--- src/rtl/push_conditioner.sv ---
// push_conditioner: synchronize, debounce and auto-repeat five push buttons
module push_conditioner #(
  parameter int DEBOUNCE_CNT = 20,
  parameter int REPEAT_DELAY = 500,
  parameter int REPEAT_RATE  = 100
) (
  input  logic       clk,
  input  logic       resetn,
  input  logic       sample_en,
  input  logic [4:0] push,
  output logic [4:0] level,
  output logic [4:0] press,
  output logic [4:0] rel,
  output logic [4:0] rpt,
  output logic [4:0] step
);
  localparam logic [15:0] DB = 16'(DEBOUNCE_CNT);
  localparam logic [15:0] RD = 16'(REPEAT_DELAY);
  localparam logic [15:0] RR = 16'(REPEAT_RATE);
  typedef enum logic [1:0] {IDLE, DELAY, REPEAT} state_t;
  logic [4:0] s1, s;
  // two-flop synchronizer on every raw button; only s feeds later logic
  always_ff @(posedge clk or negedge resetn)
    if (!resetn) {s, s1} <= '0;
    else {s, s1} <= {s1, push};
  assign step = press | rpt;
  for (genvar i = 0; i < 5; i++) begin : g_bit
    logic [15:0] db_cnt, hold_cnt, hold_lim;
    logic lvl, prs, rls, rp, flip;
    state_t state;
    assign flip = sample_en && (s[i] != lvl) && (db_cnt + 16'd1 == DB);
    assign hold_lim = (state == DELAY) ? RD : RR;
    assign level[i] = lvl;
    assign press[i] = prs;
    assign rel[i] = rls;
    assign rpt[i] = rp;
    // debounce: count strobes while s differs from level, flip level at the terminal count
    always_ff @(posedge clk or negedge resetn)
      if (!resetn) begin
        db_cnt <= '0;
        lvl    <= 1'b0;
        prs    <= 1'b0;
        rls    <= 1'b0;
      end else begin
        prs    <= flip && !lvl;
        rls    <= flip && lvl;
        db_cnt <= (s[i] == lvl || flip) ? '0 : sample_en ? db_cnt + 16'd1 : db_cnt;
        lvl    <= flip ? ~lvl : lvl;
      end
    // repeat FSM: armed on the rising flip, first pulse after REPEAT_DELAY, then every REPEAT_RATE
    always_ff @(posedge clk or negedge resetn)
      if (!resetn) begin
        state    <= IDLE;
        hold_cnt <= '0;
        rp       <= 1'b0;
      end else begin
        rp <= 1'b0;
        if (flip) begin
          state    <= lvl ? IDLE : DELAY;
          hold_cnt <= '0;
        end else if (state != IDLE && sample_en) begin
          if (hold_cnt + 16'd1 == hold_lim) begin
            rp       <= 1'b1;
            hold_cnt <= '0;
            state    <= REPEAT;
          end else begin
            hold_cnt <= hold_cnt + 16'd1;
          end
        end
      end
  end
endmodule

--- config.mk ---
export PLATFORM = sky130hd
export DESIGN_NAME = push_conditioner
export DESIGN_NICKNAME = d
export VERILOG_FILES = /design/src/rtl/push_conditioner.sv
export SDC_FILE = /design/constraint.sdc
export NUM_CORES = 1
export LEC_CHECK = 0
export ABC_AREA = 1
export CAP_MARGIN = 5
export CELL_PAD_IN_SITES_DETAIL_PLACEMENT = 1
export CELL_PAD_IN_SITES_GLOBAL_PLACEMENT = 2
export CORE_MARGIN = 5
export CORE_UTILIZATION = 35
export DETAILED_ROUTE_END_ITERATION = 8
export PLACE_DENSITY_LB_ADDON = 0.1
export SLEW_MARGIN = 15
export SYNTH_ARGS = -nofsm -noshare
export SYNTH_HDL_FRONTEND = slang
export SYNTH_SLANG_ARGS = --single-unit
--- constraint.sdc ---
create_clock -name clk -period 2.1 [get_ports clk]
set_input_delay 0.42 -clock clk [delete_from_list [all_inputs] [get_ports clk]]
set_output_delay 0.42 -clock clk [all_outputs]
set_load 0.05 [all_outputs]
# Yosys cells after proc, flatten, opt, wreduce, memory -nomap -nowiden
# Index checks and enable logic that the tools add are counted.
[op_classes]
add_sub_neg = 10
mul = 0
div = 0
n_lt_le_gt_ge = 0
eq_ne = 25
n_shift = 0
muxes = 65
bitwise_logic = 6
n_reduce_logical = 60
[ops]
columns = ["op", "n"]
rows = [
  ["2-to-1 mux 16 bit", 25],
  ["adder 16 x 1 -> 16 bit (second input constant)", 10],
  ["equality test 16 x 5 -> 1 bit (second input constant)", 5],
  ["equality test 16 x 9 -> 1 bit", 5],
  ["2-to-1 mux 9 bit", 5],
  ["nonzero test 2 bit", 20],
  ["2-to-1 mux 2 bit", 15],
  ["logical AND 1 bit", 25],
  ["2-to-1 mux 1 bit", 20],
  ["equality test 2 x 1 -> 1 bit (second input constant)", 5],
  ["AND reduction 2 bit", 5],
  ["equality test 1 bit", 5],
  ["logical NOT 1 bit", 5],
  ["logical OR 1 bit", 5],
  ["inequality test 1 bit", 5],
  ["inverter 1 bit", 5],
  ["bitwise OR 5 bit", 1],
]
[totals]
register_bits = 200
latch_bits = 0
mem_bits_rw = 0
rom_bits = 0
out_inout_bits = 25
wordCells = 203
n_memories = 0

# Depth between registers and ports, before layout
[logic_depth]
ltp_word = 6
ltp_mapped = 15

# Worst setup path before layout
# Ideal clock, no wire load.
[synth_path]
path_type = "register to register"
start = "register g_bit[3].db_cnt[0]"
end = "register g_bit[3].hold_cnt[10]"
t_arrival_ns = 1.814
required_time_ns = 1.981
path_slack_ns = 0.168
path_stages_with_launch = 15
n_path_buf = 2
period_less_slack_ns = 1.932
path_cell_list = "dfrtp_1 > ha_1 > nand3_2 > nor2_4 > nand2_1 > nand2_1 > nand2_1 > nor2_1 > nand2_1 > nor2_1 > nand2_1 > buf_6 > buf_6 > nand3_1 > nand2_1"
[synth_between]
elab_chain_len = 4
word_cells_on_any_way = 5
cone_classes = "1 x add/sub; 1 x eq/ne; 1 x mux; 2 x reduce/logical"
[synth_lines]
columns = ["element", "line", "rtl"]
rows = [
  ["from (decl)", "28", "logic [15:0] db_cnt, hold_cnt, hold_lim;"],
  ["from (signal assigned)", "47", "db_cnt <= (s[i] == lvl || flip) ? '0 : sample_en ? db_cnt + 16'd1 : db_cnt;"],
  ["adder 16 x 1 -> 16 bit *", "31", "assign flip = sample_en && (s[i] != lvl) && (db_cnt + 16'd1 == DB);"],
  ["equality test 16 x 5 -> 1 bit *", "31", ""],
  ["logical AND 1 bit *", "31", ""],
  ["2-to-1 mux 16 bit / nonzero test 2 bit (equally long branches)", "-", ""],
  ["to (signal assigned)", "67", "hold_cnt <= hold_cnt + 16'd1;"],
  ["to (decl)", "28", ""],
]
# Every way passes the cells marked *; elsewhere a longest branch is shown, timed or not.
# A chain may end at the register's enable or synchronous reset.

# Worst setup path after layout
[layout_path]
start = "register g_bit[4].rls"
end = "output rel[4]"
[layout_rtl]
columns = ["element", "line", "rtl"]
rows = [
  ["from (decl)", "29", "logic lvl, prs, rls, rp, flip;"],
  ["from (signal assigned)", "46", "rls <= flip && lvl;"],
  ["to (decl)", "13", "output logic [4:0] rel,"],
]
# No word-level cell between the ends.

==> flow_metrics.env <==
export IMPL_fmax_mhz=488
export IMPL_synth_top_cell_area_share=0.373
export IMPL_netlist_cell_type_count=32
export IMPL_drive_gt1_frac=0.209
export IMPL_ys_warn_count=0
export IMPL_die_y_um=206
export IMPL_fin_crit_sh=0.976
export IMPL_synth_flop_cell="dfrtp_1"
export IMPL_slowest_delay_ns=0.82
export IMPL_gp_congestion=0.801
export IMPL_synth_seq_area_share=0.373
export IMPL_drv_slew=0
export IMPL_critPathArrivalTime_ns=1.63
export IMPL_final_hold_violation_count=0
export IMPL_antenna_found_initial=0
export IMPL_grt_pass1_vias=14500
export IMPL_track_usage=0.198
export IMPL_status="finished clean"
export IMPL_use_met2=0.348
export IMPL_cp_end_kind="primary output"
export IMPL_clk_pin_slew_ns=0.07
export IMPL_fin_crit_ns=2.05
export IMPL_synth_area_um2=13400
export IMPL_worst_pin_slew_ns=0.710
export IMPL_port_buffers=32
export IMPL_synthCells=2051
export IMPL_area_growth_pct=28.8
export IMPL_tritoncts="yes"
export IMPL_rsz0062_at_grt="yes"
export IMPL_irDropWorstVdd_v=0.000560
export IMPL_required_ns=1.68
export IMPL_crit_slowest_cell="clkdlybuf4s50_1"
export IMPL_crit_family="buffers and inverters"
export IMPL_firstDrtPassIters=5
export IMPL_synth_largest_area_cell="dfrtp_1"
export IMPL_grt_ovfl_total=0
export IMPL_worstPathBufferInverterCount=1
export IMPL_multi_input_area_um2=7980
export IMPL_cts_sinks=200
export IMPL_grt_max_degree=49
export IMPL_dp_hpwl_um=30300
export IMPL_drc=0
export IMPL_core_um2=37800
export IMPL_finalNonFillerCells=2763
export IMPL_drtIter0Drc=510
export IMPL_antenna_left=0
export IMPL_ff2ff_setup_slack_ns=0.07
export IMPL_synth_area_per_cell_um2=6.54
export IMPL_setup_viol=0
export IMPL_dp_slack_ns=-0.102
export IMPL_post_place_cells=2688
export IMPL_num_io_pins=33
export IMPL_ys_top_cells_by_area="dfrtp_1 37%, nand2_1 19%, nand3_1 10%, nor2_1 7.6%, inv_1 6.5%"
export IMPL_use_met1=0.264
export IMPL_nFillCells=4886
export IMPL_avgViaCountPerCell=5.06
export IMPL_wl_per_cell_um=15.7
export IMPL_cts_root_buf="clkbuf_16"
export IMPL_hold_path_class="in -> reg"
export IMPL_use_met3=0.0219
export IMPL_leakagePower_uw=0.00848
export IMPL_timing_hold_ws_ns=0.313
export IMPL_ys_ff_latch=200
export IMPL_syn_nets=2074
export IMPL_antenna_cells=0
export IMPL_async_flop_share=1.00
export IMPL_synth_edf_count=0
export IMPL_crit_fanout=1
export IMPL_synth_common_cells="667 x nand2_1, 272 x nor2_1, 270 x nand3_1, 232 x inv_1, 200 x dfrtp_1"
export IMPL_fp_dieArea_um2=42300
export IMPL_start_kind="flip-flop"
export IMPL_rows=71
export IMPL_grt_pass1_wl_um=70100
export IMPL_setup_ws_ns=0.0495
export IMPL_crit_type="reg -> out"
export IMPL_max_slew_margin=0.524
export IMPL_fin_skew_ns=0.0126
export IMPL_htree_num_levels=4
export IMPL_synth_most_common_cell="nand2_1"
export IMPL_num_vias=13970
export IMPL_cts_inserted_buffers=17
export IMPL_power_uw=10200
export IMPL_layout_nets=2264
export IMPL_seq_area_um2=5030
export IMPL_crit_chain="clkdlybuf4s50_1"
export IMPL_cap_viol_max_count=0
export IMPL_die_w_um=206
export IMPL_start_util=0.355
export IMPL_utilization=0.457
export IMPL_p_per_area_nw_per_um2=592
export IMPL_drt_total_wl_um=43500
export IMPL_clockBufferDepth=2
export IMPL_insertion_delay_ns=0.46
export IMPL_grt_busiest_layer="met2"
final timing paths:
check                                    from                   end  cells after the start
max                              g_bit[4].rls                rel[4]                      1
min                                 sample_en    g_bit[0].db_cnt[1]                      3
max reg2reg                g_bit[4].db_cnt[1]    g_bit[4].db_cnt[2]                     13
min reg2reg                             s1[3]                  s[3]                      0
max in group asynchronous              resetn  g_bit[2].hold_cnt[8]                      3
min in group asynchronous              resetn           g_bit[4].rp                      2
metal layers:
| metal | vias up | share of wire | wire [um] |
|---|---|---|---|
| li1 | 6961 | - | - |
| met1 | 6885 | 0.48 | 20800 |
| met2 | 100 | 0.50 | 21600 |
| met3 | 24 | 0.016 | 695 |
| met4 | 0 | 0.0098 | 425 |
| met5 | - | 0 | 0 |
stage by stage:
step | area, um^2 | setup TNS [ns]
after floorplan | 13400 | 0
after global placement | 15300 | -0.0607
after detailed placement | 15300 | -4.14
after CTS | 16000 | 0
after global routing | 17300 | -4.63
final | 17300 | 0
cell type report:
type / instances / area share
Multi-Input combinational cell: 1549 / 0.462
Sequential cell: 200 / 0.291
Timing Repair Buffer: 238 / 0.126
Inverter: 235 / 0.0511
Tap cell: 511 / 0.0370
Clock buffer: 20 / 0.0259
Clock inverter: 10 / 0.00703
logic make-up after synthesis:
group / synth area share
AO/OA/AOI/OAI: 0.0503
XOR/XNOR: 0.0131
adder cells (fa/ha/maj): 0.0140
buffers and inverters: 0.0972
flip-flops: 0.373
AND/OR/NAND/NOR: 0.452
state kept, by name (all words and copies together), names as in the netlist:
register	cells
g_bit.hold_cnt	80
g_bit.lvl	5
g_bit.state	10
g_bit.prs	5
s	5
g_bit.db_cnt	80
s1	5
g_bit.rls	5
g_bit.rp	5
timing repair:
action	in CTS	in global routing
resized for setup	38	249
pin swaps	4	88
gates cloned	1	10
hold buffers	1	0
endpoints found under the hold margin	38	0
endpoints found under the setup margin	120	192
buffers inserted	4	29
power by group:
part / leakage (uW) / internal [uW] / total, uW / switching (uW)
clock: 0.000265 / 1780 / 3350 / 1570
sequential: 0.00264 / 4170 / 4540 / 371
combinational: 0.00558 / 985 / 2340 / 1360
total: 0.00848 / 6930 / 10200 / 3300
cell usage in the layout (no fill, tap or decap), types with 4 or more instances in the layout:
cell and instances:
a21boi_1 5, ha_1 6, a21oi_2 4, clkinvlp_4 4
or2_2 8, o21bai_1 12, inv_1 225, clkbuf_16 21
nand3_1 236, dlymetal6s2s_1 4, nand4_1 104, nand3_4 11
dlygate4sd2_1 9, buf_4 172, dfrtp_1 183, o21ai_1 6
ha_2 4, xor2_1 17, nand2_4 6, nand3_2 36
nand3b_1 13, buf_12 14, nor2_2 43, o21ai_0 73
dfrtp_2 17, buf_6 18, nor2_1 205, nor2_4 41
nor3_1 12, a21oi_1 20, inv_2 7, ha_4 5
and2_1 6, nand2_1 618, nand2_2 47, nor3b_1 4
clkdlybuf4s50_1 14
Note: power is estimated with default switching activity, not from simulation.
